## config.mk

```make
export PLATFORM = sky130hd
export DESIGN_NAME = uart_tx_engine
export DESIGN_NICKNAME = d
export VERILOG_FILES = /design/src/rtl/uart_tx_engine.sv
export SDC_FILE = /design/constraint.sdc
export NUM_CORES = 1
export LEC_CHECK = 0
export CAP_MARGIN = 20
export CORE_ASPECT_RATIO = 0.6
export CORE_MARGIN = 2
export CORE_UTILIZATION = 40
export CTS_CLUSTER_DIAMETER = 120
export CTS_CLUSTER_SIZE = 12
export DETAILED_ROUTE_END_ITERATION = 10
export PLACE_DENSITY = 0.66
export SLEW_MARGIN = 10
export SYNTH_ARGS = -nofsm -noshare
export SYNTH_HDL_FRONTEND = slang
export SYNTH_SLANG_ARGS = --single-unit
```

## constraint.sdc

```tcl
create_clock -name pclk -period 2.5 [get_ports pclk]
set_clock_uncertainty 0.1 [all_clocks]
set_input_delay 0.5 -clock pclk [delete_from_list [all_inputs] [get_ports pclk]]
set_output_delay 0.5 -clock pclk [all_outputs]
set_load 0.02 [all_outputs]
```

## src/rtl/uart_tx_engine.sv

```systemverilog
// uart_tx_engine: serializes the WRITE DATA byte into a UART frame
// (start, DATA_BITS data LSB first, optional parity, STOP_BITS stop bits)
// at a bit period of baud_div+1 pclk cycles. Feeds busy/done/overrun
// indications back to the STATUS register.
//
// state  | meaning
// -------+---------------------------------------------------------------
// IDLE   | line high, waiting for tx_start
// START  | line low for one bit period
// DATA   | line = shift[0], shift right at each bit end
// PARITY | line = parity of latched data (XOR PARITY_ODD), one bit period
// STOP   | line high for STOP_BITS bit periods; tx_done on the last cycle

module uart_tx_engine #(
    parameter int DATA_BITS  = 8,
    parameter int PARITY_EN  = 0,
    parameter int PARITY_ODD = 0,
    parameter int STOP_BITS  = 1
) (
    input  logic        pclk,
    input  logic        preset_n,
    input  logic        tx_start,
    input  logic [15:0] tx_data,
    input  logic [15:0] baud_div,
    output logic        uart_tx,
    output logic        tx_busy,
    output logic        tx_done,
    output logic        tx_overrun
);

    typedef enum logic [2:0] {
        IDLE,
        START,
        DATA,
        PARITY,
        STOP
    } state_t;

    localparam logic [2:0] LAST_BIT  = 3'(DATA_BITS - 1);
    localparam logic       LAST_STOP = (STOP_BITS == 2);
    localparam logic       ONE_STOP  = (STOP_BITS == 1);
    localparam logic       HAS_PAR   = (PARITY_EN != 0);
    localparam logic       ODD       = (PARITY_ODD != 0);

    state_t                 state;
    logic [DATA_BITS-1:0]   shift;
    logic                   par;
    logic [15:0]            div_q;
    logic [15:0]            baud_cnt;
    logic [2:0]             bit_cnt;
    logic                   stop_cnt;

    logic bit_end;
    logic last_stop;
    logic div_zero;
    logic unused_data_hi;

    assign bit_end   = (baud_cnt == 16'd0);
    assign last_stop = (stop_cnt == LAST_STOP);
    assign div_zero  = (div_q == 16'd0);

    // bits above DATA_BITS are deliberately ignored
    assign unused_data_hi = &{1'b0, tx_data[15:DATA_BITS]};

    // Frame sequencer: all outputs registered; tx_done is set one edge
    // early so that it coincides with the final stop cycle.
    always_ff @(posedge pclk or negedge preset_n) begin
        if (!preset_n) begin
            state      <= IDLE;
            shift      <= '0;
            par        <= 1'b0;
            div_q      <= '0;
            baud_cnt   <= '0;
            bit_cnt    <= '0;
            stop_cnt   <= 1'b0;
            uart_tx    <= 1'b1;
            tx_busy    <= 1'b0;
            tx_done    <= 1'b0;
            tx_overrun <= 1'b0;
        end else begin
            tx_done    <= 1'b0;
            tx_overrun <= tx_start && tx_busy;
            case (state)
                IDLE: begin
                    if (tx_start) begin
                        shift    <= tx_data[DATA_BITS-1:0];
                        par      <= (^tx_data[DATA_BITS-1:0]) ^ ODD;
                        div_q    <= baud_div;
                        baud_cnt <= baud_div;
                        bit_cnt  <= '0;
                        stop_cnt <= 1'b0;
                        uart_tx  <= 1'b0;
                        tx_busy  <= 1'b1;
                        state    <= START;
                    end
                end
                START: begin
                    if (bit_end) begin
                        baud_cnt <= div_q;
                        uart_tx  <= shift[0];
                        state    <= DATA;
                    end else begin
                        baud_cnt <= baud_cnt - 16'd1;
                    end
                end
                DATA: begin
                    if (bit_end) begin
                        baud_cnt <= div_q;
                        shift    <= shift >> 1;
                        if (bit_cnt == LAST_BIT) begin
                            bit_cnt <= '0;
                            if (HAS_PAR) begin
                                uart_tx <= par;
                                state   <= PARITY;
                            end else begin
                                uart_tx  <= 1'b1;
                                stop_cnt <= 1'b0;
                                tx_done  <= div_zero && ONE_STOP;
                                state    <= STOP;
                            end
                        end else begin
                            bit_cnt <= bit_cnt + 3'd1;
                            uart_tx <= shift[1];
                        end
                    end else begin
                        baud_cnt <= baud_cnt - 16'd1;
                    end
                end
                PARITY: begin
                    if (bit_end) begin
                        baud_cnt <= div_q;
                        uart_tx  <= 1'b1;
                        stop_cnt <= 1'b0;
                        tx_done  <= div_zero && ONE_STOP;
                        state    <= STOP;
                    end else begin
                        baud_cnt <= baud_cnt - 16'd1;
                    end
                end
                STOP: begin
                    if (bit_end) begin
                        if (last_stop) begin
                            uart_tx <= 1'b1;
                            tx_busy <= 1'b0;
                            state   <= IDLE;
                        end else begin
                            stop_cnt <= 1'b1;
                            baud_cnt <= div_q;
                            tx_done  <= div_zero;
                        end
                    end else begin
                        baud_cnt <= baud_cnt - 16'd1;
                        tx_done  <= (baud_cnt == 16'd1) && last_stop;
                    end
                end
                default: begin
                    uart_tx <= 1'b1;
                    tx_busy <= 1'b0;
                    state   <= IDLE;
                end
            endcase
        end
    end

endmodule

```

# --- Yosys cells after proc, flatten, opt, wreduce, memory -nomap -nowiden ---
# Cells that the tools add are included.
word_totals:
  regBits: 51
  in_bits: 35
  wordCells: 88
classes:
  add_sub_neg: 2
  n_eq_ne: 14
  muxes: 44
  n_bitwise: 2
  reduce_logical: 16
ops:
  columns: ["cell", "count"]
  rows:
  - ["16-bit 2-to-1 mux", 4]
  - ["16-bit one-hot mux with 3 select lines", 1]
  - ["16-bit zero test", 2]
  - ["3-bit 2-to-1 mux", 10]
  - ["1-bit 2-to-1 mux", 20]
  - ["16-bit by 1-bit equality test with 1-bit output, second input constant", 1]
  - ["8-bit 2-to-1 mux", 2]
  - ["8-bit one-hot mux with 2 select lines", 1]
  - ["16-bit by 1-bit subtractor with 16-bit output, second input constant", 1]
  - ["3-bit one-hot mux with 5 select lines", 1]
  - ["2-bit inequality test, second input constant", 7]
  - ["6-bit AND reduction", 2]
  - ["7-bit AND reduction", 1]
  - ["3-bit by 2-bit equality test with 1-bit output, second input constant", 2]
  - ["3-bit equality test, second input constant", 2]
  - ["1-bit one-hot mux with 3 select lines", 2]
  - ["3-bit one-hot mux with 2 select lines", 1]
  - ["3-bit AND reduction", 2]
  - ["1-bit one-hot mux with 5 select lines", 1]
  - ["1-bit one-hot mux with 4 select lines", 1]
  - ["4-bit AND reduction", 1]
  - ["4-bit nonzero test", 1]
  - ["3-bit by 1-bit adder with 3-bit output, second input constant", 1]
  - ["3-bit by 1-bit equality test with 1-bit output, second input constant", 1]
  - ["8 further kinds", 10]

# --- Logic depth before layout (Yosys ltp) ---
depth:
  ltp_word: 4
  ltp_mapped: 9

# --- Worst setup path after synthesis ---
# Ideal clock, no wire load.
synth_path:
  kind: "reg2reg"
  start: "reg baud_cnt[0]"
  end: "reg bit_cnt[0]"
  setup_ps: 127
  arrival_time_ps: 1910
  t_required_ps: 2273
  path_slack_ps: 363
  stages_incl_launch_ff: 10
  n_path_buf: 2
  path_cell_list: "dfrtp_1 -> inv_1 -> ha_1 -> nor3b_1 -> and4_1 -> buf_4 -> mux2i_1 -> nor3_2 -> buf_6 -> mux2_1"
synth_between:
  elab_chain_cells: 3
synth_lines:
  columns: ["element", "line_no", "source"]
  rows:
  - ["start: declaration", "49", "logic [15:0] baud_cnt;"]
  - ["start signal: assignment", "89", "baud_cnt <= baud_div;"]
  - ["start signal: assignment", "99", "baud_cnt <= div_q;"]
  - ["start signal: assignment", "103", "baud_cnt <= baud_cnt - 16'd1;"]
  - ["16-bit zero test", "58", "assign bit_end = (baud_cnt == 16'd0);"]
  - ["2-bit inequality test (no source line)", null, null]
  - ["3-bit AND reduction (no source line)", null, null]
  - ["end signal: assignment", "122", "bit_cnt <= bit_cnt + 3'd1;"]
  - ["end: declaration", "50", "logic [2:0] bit_cnt;"]
# Every way passes these cells.
# A chain may end at the register's enable or synchronous reset.

# --- Worst setup path after layout ---
layout_path:
  start: "reg baud_cnt[1]"
  end: "reg bit_cnt[1]"
# Same word-level chain as after synthesis.

==> impl.org <==
** Power and ir drop
- Sequential cell fraction of total power :: 51.1%
- In this run the power spent charging and discharging nets is 342 uW.
- The completed layout was analyzed and its total power is 1.60 mW.
- Power density over the cells :: 468 nW/um^2
- Comb power frac :: 5.0%
- Clock network power share :: 43.8%
- The internal portion of the total power is 1.26 mW.
- Net switching is 21.3% of the power.
- Leakage power :: 1.45 nW
- The worst-case IR drop observed on VDD is 0.000281 V.

** STA
- In the finished design, the share of the clock period the worst path needs comes to 92.2%.
- Final count of pins violating max slew :: 0
- Final total negative setup slack :: 0 ps
- Headroom to the max-slew limit :: 66.7%
- For the pin with the worst max-slew slack, the measured transition is 494 ps.
- Setup violation total in the final timing report :: 0
- Number of hold violations in the final report :: 0
- Clock period minus worst slack :: 2300 ps
- Setup slack closes at 196 ps.
- Unrepaired setup endpoints after global routing :: no
- Upper clock frequency limit :: 0.434 GHz

** Placement
- Once placement completed, the tool counted placed cells totaling 420.
- The wire-length estimate of the detail-placed layout is 4920 um.
- IO buf count :: 30
- Timing analysis after detailed placement gives a worst setup slack of 213 ps.
- At the end of routability-driven placement, the weighted congestion stood at 0.857.

** Synth
- Count of flip-flops with a built-in enable after synthesis :: 0
- Sequential-to-total area share from yosys stat :: 44.7%
- Gate count after technology mapping :: 306
- Share of flip-flops with an asynchronous set or reset :: 100%
- Top_reg_cell synth :: sky130_fd_sc_hd__dfrtp_1
- The synthesized netlist occupies a cell area of 2800 um^2.
- The synthesized design contains 50 register bits.
- The synthesized netlist contains 51 unique library cells.
- Number of warnings printed during yosys synthesis :: 0
- Synthesis produced a netlist with a net count of 346.
- Mean Syn Cell Area :: 9.15 um^2

** CTS
- After clock tree synthesis, the setup repair step added 0 buffers.
- Max clock buf depth :: 2
- Once the clock tree was built, the resizer swapped 0 gates to a different size.
- For this design, the CTS-stage hold fixing added 0 buffers.
- TritonCTS created 5 clock buffers.
- Clock tree synthesis found a total of 50 sinks.
- TritonCTS clock tree :: done
- Clock-pin slew was measured on the worst setup and hold paths at 70 ps.
- For the worst-skew pair, the clock arrives at the later sink with an insertion delay of 290 ps.
- Clock tree synthesis selected as its root buffer the cell sky130_fd_sc_hd__clkbuf_16.
- H-tree lvl count :: 2

** Detailed routing
- Using the TritonRoute via totals, the vias-per-cell ratio works out to 5.53.
- The final route contains 2365 vias.
- Router iterations before antenna repair :: 4
- Number of remaining DRC errors :: 0
- The count of nets left with antenna violations once routing finished came out at 0.
- After the first detailed-routing iteration, the DRC count stood at 181.
- Average wire length per cell after detail routing :: 16.3 um
- The final layout contains routed wiring with a total length of 6980 um.

** Layout
- Diode count :: 0
- Leaving out fill and tap cells, the most frequent cells in the layout are 72 x sky130_fd_sc_hd__nand2_1, 49 x sky130_fd_sc_hd__dfrtp_1, 29 x sky130_fd_sc_hd__clkdlybuf4s50_1.
- For this run, the number of standard cells in the final layout without fillers is 428.
- In the final design database the tool counted 380 nets.
- Area growth, synth to finish :: 22.2%
- Filler instances :: 629
- Leading cell type in the layout, fill and taps excluded :: sky130_fd_sc_hd__nand2_1
- Fraction of layout cells with a size suffix above 1 :: 12.9%

** Floorplan
- The floorplan step set the die width to 112 um.
- The die is 68.8 um tall.
- The floorplan step defined a core boundary enclosing 6730 um^2.
- Initial Util :: 41.6%
- Ports placed on the boundary :: 39
- Standard-cell rows :: 23
- The die covers 7710 um^2.

** Job
- Maximum capacitance violations :: 0

** Setup path
- Number of cells traversed by the worst register-to-register path :: 8
- Kind of capture point of the worst setup path :: register
- Flop-to-flop setup slack :: 200 ps
- WP data arrival :: 2390 ps
- In this run the worst setup path begins at baud_cnt[1].
- The worst setup path is of the register to register kind.
- End of the worst register-to-register path :: bit_cnt[1]
- R2r startpoint :: baud_cnt[1]
- Data required, critical path :: 2580 ps
- Of all nets on the critical path, the largest fanout is 11.
- The worst setup path is launched from a register.

** Global route
- Global Route Usage Sum :: 19.7%
- Entering global routing, the biggest net connects 51 pins.
- Vias in the first global route :: 2249
- The number of antenna violations at the first check in global routing was 0.
- Wire length of the first global-routing pass :: 11700 um
- Global route total overflow :: 0

** Outcome
- Outcome :: complete, no violations

** Hold path
- Hold Crit Class :: input port to async pin
==> worst max-delay path by stage <==
| stage | endpoint | depth (start not counted) |
|---|---|---|
| 4_1_cts | bit_cnt[1] | 8 |
| 2_1_floorplan | bit_cnt[0] | 9 |
| 6_report | bit_cnt[1] | 8 |
| 3_5_place_dp | bit_cnt[1] | 8 |
| 5_1_grt | baud_cnt[7] | 8 |
| 3_3_place_gp | bit_cnt[1] | 8 |
==> cells by family (layout without fill, tap and decap cells) <==
| logic type | after synthesis | after routing | share of synthesized area [%] |
|---|---|---|---|
| simple gates | 139 | 139 | 23.8 |
| flops | 50 | 50 | 44.7 |
| compound gates | 62 | 62 | 15.6 |
| mux | 17 | 17 | 6.75 |
| xor+xnor | 8 | 8 | 2.77 |
| buf+inv | 25 | 60 | 4.11 |
| fa+ha+maj | 5 | 5 | 2.23 |
==> per-layer routing <==
metal / global-route usage, % / part of all wire, % / vias up
met3: 5.07 / 6.7 / 8
li1: - / - / 1163
met5: 0 / 0 / -
met2: 28.2 / 39 / 60
met1: 29.3 / 53 / 1134
met4: 6.10 / 1.1 / 0
==> final cells by class <==
| type | instances | area, um^2 | area share (%) |
|---|---|---|---|
| multi-input cells | 231 | 1430 | 41.9 |
| well taps | 87 | 109 | 3.18 |
| repair buffers | 47 | 460 | 13.5 |
| inverters | 5 | 18.8 | 0.549 |
| clock inverters | 1 | 5.00 | 0.146 |
| clock buffers | 7 | 143 | 4.17 |
| flip-flops and latches | 50 | 1250 | 36.6 |
==> cells in the mapped netlist, drive strengths merged (2+ instances only) <==
| cell | count | area share, % |
|---|---|---|
| nand2 | 72 | 9.7 |
| dfrtp | 49 | 44 |
| nor2 | 19 | 2.5 |
| o21ai | 16 | 2.9 |
| mux2 | 15 | 6.0 |
| clkbuf | 12 | 1.6 |
| nand3 | 9 | 1.6 |
| nor4 | 9 | 2.8 |
| buf | 8 | 1.8 |
| nor3 | 8 | 1.6 |
| a21oi | 7 | 1.3 |
| a31oi | 6 | 1.3 |
| ha | 5 | 2.2 |
| inv | 5 | 0.67 |
| nand4 | 5 | 1.1 |
| a211oi | 4 | 1.1 |
| nor3b | 4 | 1.1 |
| o211ai | 4 | 1.1 |
| o21a | 4 | 1.1 |
| o2bb2ai | 4 | 1.3 |
| xnor2 | 4 | 1.5 |
| xor2 | 4 | 1.3 |
| o2111ai | 3 | 0.94 |
| o311ai | 3 | 1.2 |
| or2 | 3 | 0.67 |
| or4 | 3 | 0.80 |
| and2 | 2 | 0.45 |
| mux2i | 2 | 0.71 |
| nand3b | 2 | 0.54 |
| o22a | 2 | 0.63 |
| or3 | 2 | 0.63 |
==> state kept, by name, indices dropped and copies added (netlist names) <==
| signal | count |
|---|---|
| baud_cnt | 16 |
| bit_cnt | 3 |
| div_q | 16 |
| shift | 8 |
| state | 3 |
| tx_busy | 1 |
| tx_done | 1 |
| tx_overrun | 1 |
| uart_tx | 1 |
==> power by group through the flow <==
stage	sequential (mW)	combinational [mW]	clock, mW
global route	0.819	0.0878	0.754
CTS	0.819	0.0818	0.718
global placement	0.834	0.0806	0
detailed placement	0.834	0.0809	0
floorplan	0.834	0.0110	0
finish	0.819	0.0805	0.702
==> per-stage QoR <==
stage,instance area (um^2),util (%),hold slack (ps)
6_report,3420,50.8,85.2
5_1_grt,3420,50.8,115
4_1_cts,3420,50.8,94.9
3_5_place_dp,3270,48.6,378
3_3_place_gp,3270,48.6,367
2_1_floorplan,2800,-,104
==> worst max-delay path, stage by stage (launching register included) <==
cell,delay (ps)
sky130_fd_sc_hd__dfrtp_1,410
sky130_fd_sc_hd__inv_1,130
sky130_fd_sc_hd__ha_1,180
sky130_fd_sc_hd__nor3b_1,290
sky130_fd_sc_hd__and4_1,310
sky130_fd_sc_hd__mux2i_1,100
sky130_fd_sc_hd__nor3_2,100
sky130_fd_sc_hd__buf_4,220
sky130_fd_sc_hd__mux2_2,350
Power figures use the tool's default switching activity.
